**config.mk**
```make
export PLATFORM = sky130hd
export DESIGN_NAME = instr_mem_loader
export DESIGN_NICKNAME = d
export VERILOG_FILES = /design/src/rtl/instr_mem_loader_pkg.sv /design/src/rtl/instr_mem_loader_ram.sv /design/src/rtl/instr_mem_loader.sv
export SDC_FILE = /design/constraint.sdc
export NUM_CORES = 2
export LEC_CHECK = 0
export CAP_MARGIN = 10
export CORE_MARGIN = 5
export CORE_UTILIZATION = 58
export CTS_BUF_LIST = sky130_fd_sc_hd__clkbuf_16
export CTS_CLUSTER_SIZE = 14
export DETAILED_ROUTE_END_ITERATION = 8
export HOLD_SLACK_MARGIN = 0.1
export PLACE_DENSITY = 0.81
export REMOVE_ABC_BUFFERS = 1
export SYNTH_ARGS = -nofsm -noshare
export SYNTH_HDL_FRONTEND = slang
export SYNTH_SLANG_ARGS = --single-unit
```
**constraint.sdc**
```tcl
create_clock -name clk -period 3.65 [get_ports clk]
set_input_delay 0.73 -clock clk [delete_from_list [all_inputs] [get_ports clk]]
set_output_delay 0.73 -clock clk [all_outputs]
set_load 0.02 [all_outputs]
```
**src/rtl/instr_mem_loader_pkg.sv**
```systemverilog
// Shared types and constants for the loadable instruction memory.
// Holds the loader state encoding, the default NOP word and the count sizing helper.
package instr_mem_pkg;

    typedef enum logic [1:0] {
        EMPTY = 2'd0,
        LOAD  = 2'd1,
        READY = 2'd2
    } state_t;

    localparam logic [31:0] NOP_DEFAULT = 32'h0000_0013;

    // count must represent 0..depth inclusive
    function automatic int count_width(input int depth);
        return $clog2(depth + 1);
    endfunction

endpackage

```
**src/rtl/instr_mem_loader_ram.sv**
```systemverilog
// Simple 1W1R synchronous RAM with a registered read port.
// Holds only the array; callers decide when a read is meaningful.
module instr_ram
    import instr_mem_pkg::*;
#(
    parameter int DATA_W = 32,
    parameter int DEPTH  = 64,
    parameter int AW     = $clog2(DEPTH)
) (
    input  logic              clk,
    input  logic              we,
    input  logic [AW-1:0]     waddr,
    input  logic [DATA_W-1:0] wdata,
    input  logic              re,
    input  logic [AW-1:0]     raddr,
    output logic [DATA_W-1:0] rdata
);

    logic [DATA_W-1:0] mem [DEPTH];

    // write port and registered read; rdata holds when no read is issued
    always_ff @(posedge clk) begin
        if (we) begin
            mem[waddr] <= wdata;
        end
        if (re) begin
            rdata <= mem[raddr];
        end
    end

endmodule

```
**src/rtl/instr_mem_loader.sv**
```systemverilog
// Run-time loadable instruction memory for the fetch stage.
// Words stream in over valid/ready; fetches are byte-addressed with 1-cycle latency.
module instr_mem_loader
    import instr_mem_pkg::*;
#(
    parameter int                DATA_W   = 32,
    parameter int                DEPTH    = 64,
    parameter int                ADDR_W   = 32,
    parameter logic [DATA_W-1:0] NOP_WORD = DATA_W'(NOP_DEFAULT)
) (
    input  logic              clk,
    input  logic              reset,
    input  logic              load_start,
    input  logic              load_valid,
    input  logic [DATA_W-1:0] load_data,
    input  logic              load_last,
    output logic              load_ready,
    output logic              load_done,
    input  logic              fetch_req,
    input  logic [ADDR_W-1:0] pc,
    output logic              instr_valid,
    output logic [DATA_W-1:0] instruction,
    output logic              fault,
    output logic              busy
);

    localparam int AW = $clog2(DEPTH);
    localparam int CW = count_width(DEPTH);

    state_t            state;
    logic [AW-1:0]     wptr;
    logic [CW-1:0]     count;
    logic              show_nop;
    logic [DATA_W-1:0] rdata;

    logic              handshake;
    logic              fetch_srv;
    logic              fetch_ok;
    logic [ADDR_W-1:0] idx_full;
    logic [ADDR_W-1:0] count_ext;

    assign handshake = (state == LOAD) && load_valid && load_ready;

    // full-width index compare so high PCs can never alias into the array
    assign idx_full  = {2'b00, pc[ADDR_W-1:2]};
    assign count_ext = ADDR_W'(count);
    assign fetch_ok  = (state == READY) && (pc[1:0] == 2'b00)
                     && (idx_full < count_ext);

    // fetches are answered in EMPTY and READY, silently dropped in LOAD
    assign fetch_srv = fetch_req && (state != LOAD);

    // rdata only moves on good fetches, so the mux output holds between them
    assign instruction = show_nop ? NOP_WORD : rdata;

    instr_ram #(
        .DATA_W (DATA_W),
        .DEPTH  (DEPTH),
        .AW     (AW)
    ) u_ram (
        .clk   (clk),
        .we    (handshake),
        .waddr (wptr),
        .wdata (load_data),
        .re    (fetch_srv && fetch_ok),
        .raddr (pc[AW+1:2]),
        .rdata (rdata)
    );

    // loader state machine plus registered fetch response flags
    always_ff @(posedge clk) begin
        if (reset) begin
            state       <= EMPTY;
            wptr        <= '0;
            count       <= '0;
            load_ready  <= 1'b0;
            load_done   <= 1'b0;
            busy        <= 1'b0;
            instr_valid <= 1'b0;
            fault       <= 1'b0;
            show_nop    <= 1'b1;
        end else begin
            load_done   <= 1'b0;
            instr_valid <= fetch_srv;
            if (fetch_srv) begin
                fault    <= !fetch_ok;
                show_nop <= !fetch_ok;
            end
            unique case (state)
                EMPTY: begin
                    if (load_start) begin
                        state      <= LOAD;
                        wptr       <= '0;
                        count      <= '0;
                        load_ready <= 1'b1;
                        busy       <= 1'b1;
                    end
                end
                LOAD: begin
                    if (handshake) begin
                        wptr  <= wptr + AW'(1);
                        count <= count + CW'(1);
                        if (load_last || (wptr == AW'(DEPTH - 1))) begin
                            state      <= READY;
                            load_ready <= 1'b0;
                            busy       <= 1'b0;
                            load_done  <= 1'b1;
                        end
                    end
                end
                READY: begin
                    if (load_start) begin
                        state      <= LOAD;
                        wptr       <= '0;
                        count      <= '0;
                        load_ready <= 1'b1;
                        busy       <= 1'b1;
                    end
                end
                default: begin
                    state <= EMPTY;
                end
            endcase
        end
    end

endmodule
```
==> reports/qor.txt <==
=================================================================================
Final Total Pwr ....................................................      48.3 mW
Switch Pwr .........................................................      10.2 mW
Final Hold Vio Count ...............................................            0
Setup violations, final ............................................            0
Number of antenna violations at the first check in global routing ..            7
Hold-fix buffers, CTS ..............................................            0
Fin util ...........................................................        66.9%
Cell chain of the critical path .................................... nor2b_1 -> clkdlybuf4s50_1
Die extent in x ....................................................       381 um
Mean instance size in the synthesized netlist ......................    22.6 um^2
Number of register bits inferred by synthesis ......................         2100
Kind of cell adding the most delay to the critical path ............ buffers and inverters
H-tree levels ......................................................            4
P&R area growth vs syn .............................................        14.7%
Maximum cell stage delay along the critical path ...................      0.74 ns
Largest net degree at the start of global routing ..................           79
Prevailing post-synth register cell ................................ sky130_fd_sc_hd__edfxtp_1
# fillers ..........................................................         7775
Number of buffers added by the clock tree synthesis step ...........          193
Worst ir drop on vdd ...............................................   0.000541 V
Initial Utilization ................................................        58.3%
TritonCTS clock tree ...............................................          yes
Final hold slack ...................................................     0.540 ns
Leak Pwr ...........................................................      28.8 nW
Setup repair after global routing missed its margin ................        false
All-Layer GR Usage .................................................        28.5%
Overflow left after global routing .................................            0
Peak Freq ..........................................................      283 MHz
Category of the most critical setup path ...........................   reg -> out
Share of flip-flops with an asynchronous set or reset ..............           0%
Leading cell type in the layout, fill and taps excluded ............ sky130_fd_sc_hd__edfxtp_1
Die Area ...........................................................  145000 um^2
Setup slack of the critical path after layout ......................     0.113 ns
Actual slew at the worst max-slew pin ..............................      1.26 ns
Sw frac ............................................................        21.1%
Count of buffers inserted at the top-level ports ...................          106
Clock latency at the later pin of the worst-skew pair ..............      0.83 ns
Category of the worst setup path capture point .....................  output port
Hold WC Path Type ..................................................   reg -> reg
Sequential area share after synthesis ..............................        78.6%
Number of cells produced by synthesis ..............................         3545
Via/cell ratio .....................................................         7.07
Relative slew margins ..............................................        15.8%
Sinks on the clock net .............................................         2100
Largest driver fanout on the critical path .........................            7
Final Max Tran Viols ...............................................            0
Number of warnings printed during yosys synthesis ..................            0
Vias post-DR .......................................................        41386
Post-Route Setup TNS ...............................................         0 ns
Vias in the first global route .....................................        42492
Die boundary height ................................................       381 um
Dpl hpwl ...........................................................       109 mm
CP max stage cell .................................................. sky130_fd_sc_hd__clkdlybuf4s50_1
Clk pwr share ......................................................        40.4%
Fraction of the cycle the final worst path needs ...................        96.9%
Final worst path period need .......................................      3.54 ns
I/O pins ...........................................................          107
DRC errors left ....................................................            0
Wire per inst ......................................................      35.2 um
Final non-filler cell total ........................................         5852
Worst Path Arrival .................................................      2.81 ns
Outcome ............................................................ complete, no violations
Placed Cells incl. Taps ............................................         5497
Post_cts resized ...................................................            0
Overall routed net length ..........................................       206 mm
Global-route wire length before repair .............................       298 mm
Ratio of cells with drive above 1 in the final layout ..............        27.8%
Cell internal power dissipation ....................................      38.1 mW
Worst clock skew ...................................................    0.0325 ns
Floorplan row count ................................................          136
CTS root buf ....................................................... sky130_fd_sc_hd__clkbuf_16
Iter 0 DRT Violations ..............................................         6018
Core area ..........................................................  137000 um^2
Placement-stage worst setup slack ..................................     0.309 ns
Highest-count cells in the layout ignoring fill and taps ........... 2080 x sky130_fd_sc_hd__edfxtp_1, 484 x sky130_fd_sc_hd__mux4_2, 197 x sky130_fd_sc_hd__clkbuf_16, 147 x sky130_fd_sc_hd__buf_4, 107 x sky130_fd_sc_hd__mux2i_1
Portion of synthesized cell area occupied by the leading cell type .        78.1%
Antenna violation net count after detailed routing .................            0
Crit path buf inv count ............................................            1
Number of enable flip-flop cells after synthesis ...................         2080
Post-synth cell types ..............................................           43
Power Dens Cells ...................................................  526 nW/um^2
Bufs on Longest Clock Path .........................................            3
Placed instance area ...............................................   85800 um^2
Number of buffers added for setup after CTS ........................            0
Final GP Congestion ................................................        0.859
Max-cap violation count ............................................            0
Critical Path RT ...................................................      2.92 ns
DR pass1 iterations ................................................            5
Sequential share of power ..........................................        54.9%
Comb power frac ....................................................         4.7%
Cell area after layout .............................................   91800 um^2
Post-synth design cell area ........................................   80000 um^2
Kind of launch point of the worst setup path .......................         flop
Reg clk slew, reported paths .......................................      0.06 ns
Cell types with the largest area share after synthesis ............. sky130_fd_sc_hd__edfxtp_1 78%, sky130_fd_sc_hd__mux4_2 14%, sky130_fd_sc_hd__mux2i_1 1.3%
Largest area contributor in the synthesized netlist ................ sky130_fd_sc_hd__edfxtp_1
Final #Nets ........................................................         3976
=================================================================================
[power by group through the flow]
stage	registers [mW]	clock network [mW]	logic (mW)
after floorplan	27.0	0	0.891
after global placement	27.0	0	2.15
after detailed placement	27.0	0	2.22
after CTS	26.5	19.6	2.28
after global routing	26.5	20.7	2.39
final	26.5	19.5	2.28
[synthesized netlist by cell type, drive strengths merged (21+ instances only)]
cell,n
edfxtp,2080
mux4,484
nor2,119
buf,115
mux2i,107
clkbuf,78
a221oi,74
nor2b,59
a21oi,55
o22ai,55
a22o,48
nand2,37
o221ai,26
nor3,21
o21ai,21
[flip-flops by register name (all words and copies together), names as in the netlist]
name / count
u_ram.mem: 2048
u_ram.rdata: 32
count: 7
wptr: 6
state: 2
busy: 1
fault: 1
instr_valid: 1
load_done: 1
show_nop: 1
[cell families after synthesis]
| kind of cell | Yosys count | synth area share (%) |
|---|---|---|
| flops | 2100 | 78.6 |
| simple gates | 304 | 1.86 |
| mux | 611 | 15.2 |
| compound gates | 314 | 2.86 |
| buf+inv | 200 | 1.26 |
| xor+xnor | 8 | 0.0876 |
| fa+ha+maj | 8 | 0.125 |
[path summary, 6_finish.rpt]
path                 start           endpoint  slack, ns  depth (start not counted)
hold / removal        busy               busy       0.54                          2
setup / recovery  show_nop    instruction[18]       0.11                          2
hold reg to reg       busy               busy       0.54                          2
setup reg to reg  state[0]  u_ram.mem[44][15]       0.94                          7
[routing by layer]
| layer | global-route usage (%) | wire [um] | vias to the layer above |
|---|---|---|---|
| li1 | - | - | 15849 |
| met5 | 0 | 39 | - |
| met4 | 12.7 | 10200 | 6 |
| met1 | 38.3 | 70400 | 21450 |
| met3 | 6.31 | 24700 | 598 |
| met2 | 45.6 | 101000 | 3483 |
[area by class of cell]
type	instances	area, um^2	area share, %
flip-flops and latches	2100	62900	68.5
well taps	1794	2240	2.44
clock inverters	154	1110	1.21
diodes	4	10.0	0.0109
repair buffers	351	3990	4.34
inverters	7	26.3	0.0286
multi-input cells	1245	16700	18.1
clock buffers	197	4930	5.37
[tightest hold or removal path: stages, from the launching register on]
cell and delay (ns):
sky130_fd_sc_hd__dfxtp_1 0.36, sky130_fd_sc_hd__nand2_1 0.08, sky130_fd_sc_hd__a21oi_1 0.05
Note: power is estimated with default switching activity, not from simulation.
